===== src/rtl/spi_pkg.sv =====
// Shared SPI definitions: FSM state encoding, toggle count and divider helper.
// Used by both the SPI master and the SPI slave.
package spi_pkg;

  localparam logic [2:0] ST_IDLE      = 3'd0;
  localparam logic [2:0] ST_CS_SETUP  = 3'd1;
  localparam logic [2:0] ST_SCLK_WAIT = 3'd2;
  localparam logic [2:0] ST_SCLK_EDGE = 3'd3;
  localparam logic [2:0] ST_LAST_HALF = 3'd4;
  localparam logic [2:0] ST_ACK       = 3'd5;
  localparam logic [2:0] ST_HOLD      = 3'd6;

  // sclk edges per byte: 8 bits, two edges each
  localparam logic [4:0] SPI_TOGGLES = 5'd16;

  typedef enum logic [2:0] {
    IDLE      = ST_IDLE,
    CS_SETUP  = ST_CS_SETUP,
    SCLK_WAIT = ST_SCLK_WAIT,
    SCLK_EDGE = ST_SCLK_EDGE,
    LAST_HALF = ST_LAST_HALF,
    ACK       = ST_ACK,
    HOLD      = ST_HOLD
  } spi_state_t;

  function automatic logic [15:0] eff_div(input logic [15:0] val);
    return (val == 16'd0) ? 16'd1 : val;
  endfunction

endpackage


===== src/rtl/spi_master_if.sv =====
// SPI master bus bundle: request/ack handshake plus the four SPI wires.
// hold_cs exists only when SPI_MASTER_BURST_EN is defined.
interface spi_master_if;
  logic        cs;
  logic        sclk;
  logic        mosi;
  logic        miso;
  logic [15:0] clk_div_val;
  logic        wr_req;
  logic [7:0]  data_tx;
  logic        busy;
  logic        wr_ack;
  logic [7:0]  data_rx;
`ifdef SPI_MASTER_BURST_EN
  logic        hold_cs;
`endif

  modport master (
    output cs, sclk, mosi, busy, wr_ack, data_rx,
`ifdef SPI_MASTER_BURST_EN
    input  hold_cs,
`endif
    input  miso, clk_div_val, wr_req, data_tx
  );

  modport slave (
    input  cs, sclk, mosi, busy, wr_ack, data_rx,
`ifdef SPI_MASTER_BURST_EN
    output hold_cs,
`endif
    output miso, clk_div_val, wr_req, data_tx
  );
endinterface


===== src/rtl/spi_clk_gen.sv =====
// Half-period counter: strobes o_tick every i_div cycles while enabled, toggles sclk on ticks.
// Latency: first tick i_div cycles after enable; sclk parks at CPOL while disabled.
// Backpressure: none, free-running while i_en is high.
module spi_clk_gen #(
  parameter logic CPOL = 1'b1
) (
  input  logic        i_clk,
  input  logic        i_rst,
  input  logic        i_en,
  input  logic        i_tgl_en,
  input  logic [15:0] i_div,
  output logic        o_tick,
  output logic        o_sclk
);
  logic [15:0] r_cnt;
  logic        r_sclk;

  assign o_tick = i_en && (r_cnt == (i_div - 16'd1));
  assign o_sclk = r_sclk;

  always_ff @(posedge i_clk) begin
    if (i_rst || !i_en) begin
      r_cnt  <= 16'd0;
      r_sclk <= CPOL;
    end else begin
      r_cnt <= o_tick ? 16'd0 : r_cnt + 16'd1;
      if (o_tick && i_tgl_en) r_sclk <= ~r_sclk;
    end
  end
endmodule


===== src/rtl/spi_master.sv =====
// Byte-wide SPI master (CPOL/CPHA parameters); optional CS burst hold via SPI_MASTER_BURST_EN.
// Latency: wr_ack 18*D cycles after accept (17*D when accepted from HOLD).
// Backpressure: wr_req accepted only when not busy; requests while busy are dropped.
module spi_master
  import spi_pkg::*;
#(
  parameter logic CPOL = 1'b1,
  parameter logic CPHA = 1'b1
) (
  input logic          sys_clk,
  input logic          sys_rst,
  spi_master_if.master bus
);
  spi_state_t  r_state;
  logic [15:0] r_div;
  logic [4:0]  r_tgl;
  logic [7:0]  r_tx;
  logic [7:0]  r_rx;
  logic        r_cs;
  logic        r_busy;
  logic        r_ack;
`ifdef SPI_MASTER_BURST_EN
  logic        r_hold;
`endif

  logic       w_tick;
  logic       w_sclk;
  logic       w_en;
  logic       w_tgl_en;
  logic       w_accept;
  logic       w_samp;
  logic       w_shift;
  logic [4:0] w_n;

  assign w_en     = (r_state != IDLE) && (r_state != ACK) && (r_state != HOLD);
  assign w_tgl_en = (r_state == SCLK_WAIT) || (r_state == SCLK_EDGE);
  assign w_accept = bus.wr_req && ((r_state == IDLE) || (r_state == HOLD));
  // w_n is the index of the toggle happening at this tick; CPHA picks sample parity
  assign w_n      = r_tgl + 5'd1;
  assign w_samp   = w_n[0] ^ CPHA;
  assign w_shift  = !w_samp && (w_n >= 5'd2) && (w_n <= 5'd15);

  spi_clk_gen #(.CPOL(CPOL)) u_clk_gen (
    .i_clk   (sys_clk),
    .i_rst   (sys_rst),
    .i_en    (w_en),
    .i_tgl_en(w_tgl_en),
    .i_div   (r_div),
    .o_tick  (w_tick),
    .o_sclk  (w_sclk)
  );

  always_ff @(posedge sys_clk) begin
    if (sys_rst) begin
      r_state <= IDLE;
      r_div   <= 16'd0;
      r_tgl   <= 5'd0;
      r_tx    <= 8'h00;
      r_rx    <= 8'h00;
      r_cs    <= 1'b1;
      r_busy  <= 1'b0;
      r_ack   <= 1'b0;
`ifdef SPI_MASTER_BURST_EN
      r_hold  <= 1'b0;
`endif
    end else begin
      r_ack <= 1'b0;
      if (w_accept) begin
        r_div  <= eff_div(bus.clk_div_val);
        r_tx   <= bus.data_tx;
        r_rx   <= 8'h00;
        r_tgl  <= 5'd0;
        r_cs   <= 1'b0;
        r_busy <= 1'b1;
`ifdef SPI_MASTER_BURST_EN
        r_hold <= bus.hold_cs;
`endif
      end
      case (r_state)
        IDLE: if (bus.wr_req) r_state <= CS_SETUP;
`ifdef SPI_MASTER_BURST_EN
        HOLD: begin
          if (bus.wr_req) begin
            r_state <= SCLK_WAIT;
          end else if (!bus.hold_cs) begin
            r_state <= IDLE;
            r_cs    <= 1'b1;
          end
        end
`endif
        CS_SETUP: if (w_tick) r_state <= SCLK_WAIT;
        SCLK_WAIT, SCLK_EDGE: begin
          if (w_tick) begin
            r_tgl <= w_n;
            if (w_samp)  r_rx <= {r_rx[6:0], bus.miso};
            if (w_shift) r_tx <= {r_tx[6:0], 1'b0};
            r_state <= (w_n == SPI_TOGGLES) ? LAST_HALF : SCLK_EDGE;
          end else if (r_state == SCLK_EDGE) begin
            r_state <= SCLK_WAIT;
          end
        end
        LAST_HALF: begin
          if (w_tick) begin
            r_state <= ACK;
            r_ack   <= 1'b1;
`ifdef SPI_MASTER_BURST_EN
            r_cs    <= !r_hold;
`else
            r_cs    <= 1'b1;
`endif
          end
        end
        ACK: begin
          r_busy <= 1'b0;
          r_tgl  <= 5'd0;
`ifdef SPI_MASTER_BURST_EN
          r_state <= r_hold ? HOLD : IDLE;
`else
          r_state <= IDLE;
`endif
        end
        default: r_state <= IDLE;
      endcase
    end
  end

  assign bus.cs      = r_cs;
  assign bus.sclk    = w_sclk;
  assign bus.mosi    = r_tx[7];
  assign bus.busy    = r_busy;
  assign bus.wr_ack  = r_ack;
  assign bus.data_rx = r_rx;
endmodule


===== src/flat_wrapper.sv =====
// flat-port wrapper written by rule: the top's interface ports become plain ports
module spi_master_flat import spi_pkg::*;
#(
  parameter logic CPOL = 1'b1,
  parameter logic CPHA = 1'b1
)
  (sys_clk, sys_rst, bus_cs, bus_sclk, bus_mosi, bus_busy, bus_wr_ack, bus_data_rx, bus_miso, bus_clk_div_val, bus_wr_req, bus_data_tx);
  spi_master_if bus_i ();
  input logic sys_clk;
  input logic sys_rst;
  output wire logic [$bits(bus_i.cs)-1:0] bus_cs;
  output wire logic [$bits(bus_i.sclk)-1:0] bus_sclk;
  output wire logic [$bits(bus_i.mosi)-1:0] bus_mosi;
  output wire logic [$bits(bus_i.busy)-1:0] bus_busy;
  output wire logic [$bits(bus_i.wr_ack)-1:0] bus_wr_ack;
  output wire logic [$bits(bus_i.data_rx)-1:0] bus_data_rx;
  input wire logic [$bits(bus_i.miso)-1:0] bus_miso;
  input wire logic [$bits(bus_i.clk_div_val)-1:0] bus_clk_div_val;
  input wire logic [$bits(bus_i.wr_req)-1:0] bus_wr_req;
  input wire logic [$bits(bus_i.data_tx)-1:0] bus_data_tx;
  assign bus_cs = bus_i.cs;
  assign bus_sclk = bus_i.sclk;
  assign bus_mosi = bus_i.mosi;
  assign bus_busy = bus_i.busy;
  assign bus_wr_ack = bus_i.wr_ack;
  assign bus_data_rx = bus_i.data_rx;
  assign bus_i.miso = bus_miso;
  assign bus_i.clk_div_val = bus_clk_div_val;
  assign bus_i.wr_req = bus_wr_req;
  assign bus_i.data_tx = bus_data_tx;
  spi_master #(.CPOL(CPOL), .CPHA(CPHA)) u_core (.sys_clk(sys_clk), .sys_rst(sys_rst), .bus(bus_i));
endmodule

===== config.mk =====
export PLATFORM = sky130hd
export DESIGN_NAME = spi_master_flat
export DESIGN_NICKNAME = d
export VERILOG_FILES = /design/src/rtl/spi_pkg.sv /design/src/rtl/spi_master_if.sv /design/src/rtl/spi_clk_gen.sv /design/src/rtl/spi_master.sv /design/src/flat_wrapper.sv
export SDC_FILE = /design/constraint.sdc
export NUM_CORES = 1
export LEC_CHECK = 0
export BUFFER_PORTS_ARGS = -buffer_cell sky130_fd_sc_hd__buf_2
export CAP_MARGIN = 25
export CORE_MARGIN = 2
export CORE_UTILIZATION = 63
export CTS_CLUSTER_SIZE = 30
export DETAILED_ROUTE_END_ITERATION = 6
export PLACE_DENSITY = 0.94
export SLEW_MARGIN = 20
export SYNTH_ARGS = -nofsm -noshare
export SYNTH_HDL_FRONTEND = slang
export SYNTH_SLANG_ARGS = --single-unit

===== constraint.sdc =====
create_clock -name sys_clk -period 5.5 [get_ports sys_clk]
set_input_delay 1.1 -clock sys_clk [delete_from_list [all_inputs] [get_ports sys_clk]]
set_output_delay 1.1 -clock sys_clk [all_outputs]
set_load 0.03 [all_outputs]

# --- After elaboration in Yosys (flattened, before gate mapping) ---
# Index checks and enable logic that the tools add are counted.
classes:
  n_lt_le_gt_ge: 2
  n_mul: 0
  muxes: 23
  shifts: 0
  reduce_logical: 19
  n_addsub: 3
  n_eq_ne: 14
  bitwise_logic: 2
  div: 0
op_table:
  columns: ["op", "count"]
  rows:
  - ["8-bit two-way mux", 8]
  - ["3-bit two-way mux", 6]
  - ["16-bit by 1-bit adder with 16-bit output (second input constant)", 1]
  - ["16-bit == test", 1]
  - ["16-bit zero test", 1]
  - ["16-bit two-way mux", 1]
  - ["16-bit by 1-bit subtractor with 16-bit output (second input constant)", 1]
  - ["3-bit one-hot mux with 4 select lines", 1]
  - ["5-bit two-way mux", 2]
  - ["5-bit one-hot mux with 2 select lines", 1]
  - ["3-bit == test (second input constant)", 3]
  - ["2-bit OR reduction", 4]
  - ["1-bit logical AND", 7]
  - ["3-bit by 2-bit == test with 1-bit output (second input constant)", 2]
  - ["2-bit inequality test (second input constant)", 3]
  - ["3-bit inequality test (second input constant)", 2]
  - ["5-bit by 1-bit adder with 5-bit output (second input constant)", 1]
  - ["5-bit == test (second input constant)", 1]
  - ["5-bit by 2-bit greater-or-equal comparator with 1-bit output (second input constant)", 1]
  - ["5-bit by 4-bit <= comparator with 1-bit output (second input constant)", 1]
  - ["1-bit two-way mux", 4]
  - ["4-bit AND reduction", 1]
  - ["3-bit by 1-bit == test with 1-bit output (second input constant)", 1]
  - ["3-bit zero test", 1]
  - ["5 further kinds", 8]
word_totals:
  latchBits: 0
  wordCells: 73
  regBits: 60
  in_bits: 28
  output_inout_bits: 13
  mem_bits_ro: 0
  mem_bits_rw: 0
  mem_count: 0

# --- Logic depth before layout (Yosys ltp) ---
# Gate-level depths: netlist of run 1.
depth:
  word_depth: 7
  mapped_depth: 14
  ltp_nobuf: 10

# --- By module ---
# Synthesis of run 1 repeated with hierarchy kept, for this count alone.
unflattened:
  hier_cells: 409
  hier_area_um2: 3354.5
modules_own_cells:
  columns: ["module", "instances", "area_each_um2", "seq_area_each_um2", "cells_per_inst"]
  rows:
  - ["spi_master", 1, 2031.9, 860.8, 250]
  - ["spi_clk_gen", 1, 1322.5, 340.3, 159]

# --- Worst setup path before layout of run 1 ---
# Ideal clock, no wire load.
synth_path:
  kind: "register -> register"
  startpoint: "reg u_core.r_div[2]"
  endpoint: "reg u_core.r_tx[1]"
  stages_incl_launch_ff: 10
  arrival_ps: 2995
  path_buffers: 1
  slack_ps: 2384
  period_less_slack_ps: 3116
  setup_time_ps: 121
  required_ps: 5379
  path_cell_list: "dfxtp_1 nor4_4 nand2_2 or4_1 mux2i_1 nor4_2 nand3_1 or4_4 buf_6 mux2_4"
synth_via:
  elab_chain_cells: 5
synth_lines:
  columns: ["item", "line_no", "source"]
  rows:
  - ["start, declared", "spi_master.sv:15", "logic [15:0] r_div;"]
  - ["start signal, assigned", "spi_master.sv:69", "r_div <= eff_div(bus.clk_div_val);"]
  - ["16-bit by 1-bit subtractor with 16-bit output", "spi_clk_gen.sv:18", "assign o_tick = i_en && (r_cnt == (i_div - 16'd1));"]
  - ["16-bit == test", "spi_clk_gen.sv:18", null]
  - ["1-bit logical AND", "spi_clk_gen.sv:18", null]
  - ["8-bit two-way mux", "spi_master.sv:93", "if (w_tick) begin"]
  - ["8-bit two-way mux", "spi_master.sv:79", "case (r_state)"]
  - ["end signal, assigned", "spi_master.sv:70", "r_tx <= bus.data_tx;"]
  - ["end signal, assigned", "spi_master.sv:96", "if (w_shift) r_tx <= {r_tx[6:0], 1'b0};"]
  - ["end, declared", "spi_master.sv:17", "logic [7:0] r_tx;"]
# Every way passes these cells.
# A chain may end at the register's enable or synchronous reset.

# --- Worst setup path after layout of run 1 ---
layout_path:
  startpoint: "reg u_core.r_div[2]"
  endpoint: "reg u_core.r_tx[3]"
# Same word-level chain as after synthesis.

==> flow_metrics.tcl, run 1 <==
set metrics [dict create \
    row_count 26 \
    synth_fp_nets 442 \
    ys_top_cells_by_area "dfxtp_1 35%, nand2_1 6.7%, xnor2_1 5.6%" \
    reg2reg_depth 8 \
    yosys.area.top_type "dfxtp_1" \
    period_needed_ns 3.71 \
    synth-edff-count 0 \
    ant_nets 0 \
    routed_wl_um 7530 \
    skew_ns 0.00439 \
    syn_inst 409 \
    seqCellArea_um2 1200 \
    grt.total_usage_pct 25.9 \
    hold_class "reg2reg" \
    clockBufferDepth 2 \
    antenna_found_initial 0 \
    cts_root_buffer "clkbuf_8" \
    die_h_um 77.8 \
    seq_area_frac_synth_pct 35.0 \
    rsz0062_at_grt "false" \
    fill_cells 380 \
    cts_tree "yes" \
    num_vias 2984 \
    synth-main-ff-cell "dfxtp_1" \
    maxCapViolations 0 \
    hpwl_um 5250 \
    post-synth-top-area-fraction_pct 35.0 \
    drc_errors 0 \
    worstPathMaxFanout 12 \
    cp-end-kind "register" \
    p_comb_share_pct 13.5 \
    vias_per_cell 5.83 \
    die_area_um2 6060 \
    p_seq_share_pct 45.8 \
    diodes 0 \
    area_growth_pct 11.7 \
    drive_gt1_share_pct 19.7 \
    insertion_delay_ns 0.35 \
    cts_inserted_buffers 9 \
    slew_headroom_pct 40.4 \
    firstDrtPassIters 6 \
    finalSetupViolCount 0 \
    grt_pass1_vias 2709 \
    final_common_cell "nand2_1" \
    hold_viol_final 0 \
    cts.sinks 60 \
    p_switching_mw 0.275 \
    post-route-period-util_pct 67.5 \
    drt_iter0_markers 268 \
    p_int_mw 0.738 \
    tightest_slew_ns 0.894 \
    worst_hold_path.endpoint "u_core.bus.cs" \
    io_pins 41 \
    crit_path_start_kind "register" \
    gp_congestion 0.954 \
    most-common-layout-cells "61 x nand2_1, 60 x dfxtp_1, 40 x buf_2" \
    p_per_area_nw_per_um2 264 \
    r2r_end "u_core.r_tx[3]" \
    grt_overflow 0 \
    cts-resized-gates 0 \
    path_class "reg2reg" \
    vdd_drop_max_mv 0.153 \
    die_width_um 77.8 \
    multiInputGateArea_um2 2080 \
    synth_seq_cells 60 \
    ctsHoldBuffers 0 \
    wire_per_inst_um 14.7 \
    critPathRequiredTime_ns 5.74 \
    leakagePower_nw 1.50 \
    status "completed" \
    grt_pass1_wl_um 12400 \
    r2r_start "u_core.r_div[2]" \
    place.port_buffers 40 \
    grt_max_degree 59 \
    synth_cell_types 57 \
    cp.arrival_ns 3.95 \
    fmax_mhz 269 \
    switching_share_pct 27.1 \
    hold_path_startpoint "u_core.bus.cs" \
    core_um2 5170 \
    whs_path_depth 2 \
    ys_async_sr_fraction_pct 0 \
    yosysWarnings 0 \
    clk_pin_slew_ns 0.07 \
    post_cts_buffers 0 \
    clockPowerShare_pct 40.7 \
    post-route-util_pct 74.1 \
    r2r_slack_ns 1.79 \
    nets 470 \
    slew_violations 0 \
    htree_levels 3 \
    tns_ns 0 \
    netlist_area_um2 3430 \
    synth.avg_cell_area_um2 8.40 \
    initial_core_util_pct 66.4 \
]
metrics by stage:
stage | cell area, um^2 | setup WS [ns] | std cells | hold slack, ns | power, mW
after floorplan | 3430 | 2.38 | 409 | 0.449 | 0.572
after global placement | 3620 | 1.98 | 495 | 0.447 | 0.600
after detailed placement | 3620 | 1.84 | 495 | 0.449 | 0.606
after CTS | 3820 | 1.82 | 511 | 0.466 | 1.01
after global routing | 3830 | 1.57 | 512 | 0.494 | 1.05
final | 3830 | 1.79 | 512 | 0.464 | 1.01
state kept, by name, indices dropped and copies added (netlist names):
register	cells
u_core.bus.busy	1
u_core.bus.cs	1
u_core.bus.data_rx	8
u_core.bus.wr_ack	1
u_core.r_div	16
u_core.r_state	3
u_core.r_tgl	5
u_core.r_tx	8
u_core.u_clk_gen.o_sclk	1
u_core.u_clk_gen.r_cnt	16
how the worst max path moves through the flow:
stage	depth (start not counted)	endpoint	slack [ns]	from
after CTS	8	u_core.r_tx[7]	1.82	u_core.r_div[2]
after detailed placement	8	u_core.r_tx[3]	1.84	u_core.r_div[2]
after floorplan	9	u_core.r_tx[1]	2.38	u_core.r_div[2]
final	8	u_core.r_tx[3]	1.79	u_core.r_div[2]
after global routing	8	u_core.r_tx[7]	1.57	u_core.r_div[2]
after global placement	8	u_core.r_tx[3]	1.98	u_core.r_div[2]
logic make-up (layout without fill, tap and decap cells):
| family | after synthesis | in the layout | share of synthesized area, % |
|---|---|---|---|
| AOI/OAI and AO/OA | 56 | 56 | 10.4 |
| DFF | 60 | 60 | 35.0 |
| xor gates and xnor gates | 37 | 37 | 9.44 |
| adders and majority gates | 5 | 5 | 1.82 |
| buffers and inverters | 35 | 68 | 4.37 |
| and+or+nand+nor | 197 | 197 | 32.3 |
| muxes | 19 | 19 | 6.67 |
layer usage:
| metal | wire [um] | vias up | track usage, % |
|---|---|---|---|
| li1 | - | 1467 | - |
| met1 | 3310 | 1378 | 32.9 |
| met2 | 3540 | 123 | 41.1 |
| met3 | 525 | 16 | 6.74 |
| met4 | 151 | 0 | 11.8 |
| met5 | 0 | - | 0 |
Yosys cell counts, drive strengths merged, types with 3 or more instances:
cell type and n:
nand2 62, dfxtp 60, nor2b 9, mux2i 9, xnor2 22, ha 5, mux2 10, nand3b 3
nor4 9, and3 6, nand4 4, nand4b 3, buf 4, inv 10, o21ai 3, nand2b 19
a31oi 3, or3 5, o41ai 3, nor3 8, nand3 21, or4 5, nor2 32, a211oi 5
a21oi 29, clkbuf 21, xor2 15
worst max-delay path: stages, from the launching register on:
cell and delay, ns:
dfxtp_1 0.39, nor4_4 0.44, nand2_2 0.17, or4_1 0.53
mux2i_1 0.18, nor4_2 0.41, nand3_1 0.40, or4_4 0.74
mux2_4 0.33
power groups by stage:
stage                     sequential (mW)  clock (mW)  combinational, mW
after global routing                0.465       0.434              0.149
after CTS                           0.463       0.415              0.134
after global placement              0.472           0              0.128
after detailed placement            0.473           0              0.133
final                               0.464       0.412              0.137
after floorplan                     0.469           0              0.103
area by class of cell:
class                           count  area share (%)
Clock buffer                       12            4.05
Inverter                           10           0.979
Timing Repair Buffer               42            5.81
Tap cell                           70            2.28
Sequential cell                    60            31.3
Clock inverter                      4            1.24
Multi-Input combinational cell    314            54.3
(Power assumes the default switching activity.)
==> run 2, diff against run 1 <==
--- a/config.mk
+++ b/config.mk
@@ -8,10 +8,10 @@
 export BUFFER_PORTS_ARGS = -buffer_cell sky130_fd_sc_hd__buf_2
 export CAP_MARGIN = 25
 export CORE_MARGIN = 2
-export CORE_UTILIZATION = 63
+export CORE_UTILIZATION = 53
 export CTS_CLUSTER_SIZE = 30
 export DETAILED_ROUTE_END_ITERATION = 6
-export PLACE_DENSITY = 0.94
+export PLACE_DENSITY = 0.86
 export SLEW_MARGIN = 20
 export SYNTH_ARGS = -nofsm -noshare
 export SYNTH_HDL_FRONTEND = slang
==> constraint.sdc (replaced) <==
create_clock -name sys_clk -period 3.3 [get_ports sys_clk]
set_input_delay 0.66 -clock sys_clk [delete_from_list [all_inputs] [get_ports sys_clk]]
set_output_delay 0.66 -clock sys_clk [all_outputs]
set_load 0.03 [all_outputs]
==> run 2 against run 1 <==
Clock skew rose by 0.0047 ns. Wire length increased by 0.33%. Flip-flop and latch count unchanged. Core utilization fell by 12 points. Via count fell by 0.87%. Largest cell class unchanged. First-iteration DRC count down 67%. Highest routed layer unchanged. Clock-buffer cell count unchanged.
==> flow_metrics.tcl, run 2 (synthesized netlist as in run 1, its figures left out) <==
set metrics [dict create \
    clockPowerShare_pct 43.4 \
    core_um2 6310 \
    slew_headroom_pct 37.8 \
    p_seq_share_pct 43.5 \
    cts_root_buffer "clkbuf_8" \
    crit_path_start_kind "register" \
    cts_inserted_buffers 9 \
    firstDrtPassIters 4 \
    hold_class "reg2reg" \
    cts-resized-gates 0 \
    drc_errors 0 \
    ctsHoldBuffers 0 \
    p_int_mw 1.33 \
    post-route-util_pct 62.0 \
    die_width_um 84.5 \
    cts.sinks 60 \
    io_pins 41 \
    post-route-period-util_pct 95.1 \
    p_per_area_nw_per_um2 453 \
    rsz0062_at_grt "false" \
    row_count 29 \
    routed_wl_um 7560 \
    tightest_slew_ns 0.933 \
    cp-end-kind "register" \
    diodes 0 \
    period_needed_ns 3.14 \
    die_area_um2 7140 \
    final_common_cell "nand2_1" \
    gp_congestion 0.862 \
    vdd_drop_max_mv 0.504 \
    dp_slack_ns 0.192 \
    num_vias 2958 \
    finalSetupViolCount 0 \
    hpwl_um 5480 \
    grt_max_degree 59 \
    clockBufferDepth 2 \
    die_h_um 84.5 \
    finalWorstSetupSlack_ns 0.162 \
    tns_ns 0 \
    vias_per_cell 5.66 \
    place.port_buffers 40 \
    p_comb_share_pct 13.1 \
    worstPathMaxFanout 8 \
    drt_iter0_markers 88 \
    hold_viol_final 0 \
    ant_nets 0 \
    skew_ns 0.00911 \
    nets 474 \
    initial_core_util_pct 54.4 \
    htree_levels 3 \
    slew_violations 0 \
    clk_pin_slew_ns 0.07 \
    fmax_mhz 319 \
    antenna_found_initial 0 \
    leakagePower_nw 1.54 \
    cts_tree "yes" \
    grt_pass1_vias 2869 \
    area_growth_pct 14.0 \
    p_switching_mw 0.442 \
    drive_gt1_share_pct 20.9 \
    status "completed" \
    critPathRequiredTime_ns 3.54 \
    cp.arrival_ns 3.38 \
    switching_share_pct 24.9 \
    wire_per_inst_um 14.4 \
    insertion_delay_ns 0.36 \
    grt_pass1_wl_um 12900 \
    most-common-layout-cells "61 x nand2_1, 60 x dfxtp_1, 40 x buf_2" \
    post_cts_buffers 0 \
    maxCapViolations 0 \
    grt_overflow 0 \
    grt.total_usage_pct 22.6 \
    path_class "reg2reg" \
    top_regs "u_core.r_div: 16 flops, u_core.u_clk_gen.r_cnt: 16 flops" \
]
## run 2: changes by cell type in the layout (fill, tap and decap cells not counted), sizes merged
cell,previous run,this run
clkinvlp,1,0
buf,42,46
bufinv,1,2
## run 2: power groups by stage
stage                     combinational, mW  clock, mW  sequential (mW)
final                                 0.232      0.770            0.771
after global routing                  0.258      0.815            0.774
after CTS                             0.232      0.785            0.771
after detailed placement              0.230          0            0.786
after global placement                0.224          0            0.785
after floorplan                       0.172          0            0.782
## run 2: area by class of cell
type	count	area, um^2
Clock buffer	12	165
Tap cell	77	96.3
Sequential cell	60	1200
Fill cell	556	2400
Inverter	10	37.5
Clock inverter	4	70.1
Timing Repair Buffer	46	258
Multi-Input combinational cell	314	2090
## run 2: path summary, 6_finish.rpt
path              depth (start not counted)              to  slack, ns             from
setup / recovery                          8  u_core.r_tx[4]       0.16  u_core.r_div[2]
setup reg to reg                          8  u_core.r_tx[4]       0.16  u_core.r_div[2]
hold reg to reg                           2   u_core.bus.cs       0.47    u_core.bus.cs
hold / removal                            2   u_core.bus.cs       0.47    u_core.bus.cs
## run 2: per-stage QoR
step / std cells / hold WS [ns] / power, mW / area (um^2)
detailed placement: 507 / 0.451 / 1.02 / 3680
floorplan: 409 / 0.449 / 0.954 / 3430
finish: 523 / 0.467 / 1.77 / 3920
global placement: 507 / 0.453 / 1.01 / 3680
global route: 523 / 0.495 / 1.85 / 3920
CTS: 523 / 0.470 / 1.79 / 3910
## run 2: metal layers
layer,GRT usage (%),share of wire (%)
met5,0,0
met4,13.3,4.6
met3,7.77,4.9
met2,36.9,49
met1,25.6,42
## run 2: worst max-delay path, cell delays in order (launching register included)
cell     delay, ns
dfxtp_1       0.38
nor4_4        0.44
nand2_2       0.09
or4_1         0.50
mux2i_1       0.17
nor4_2        0.33
nand3_1       0.14
or4_4         0.64
mux2_4        0.35
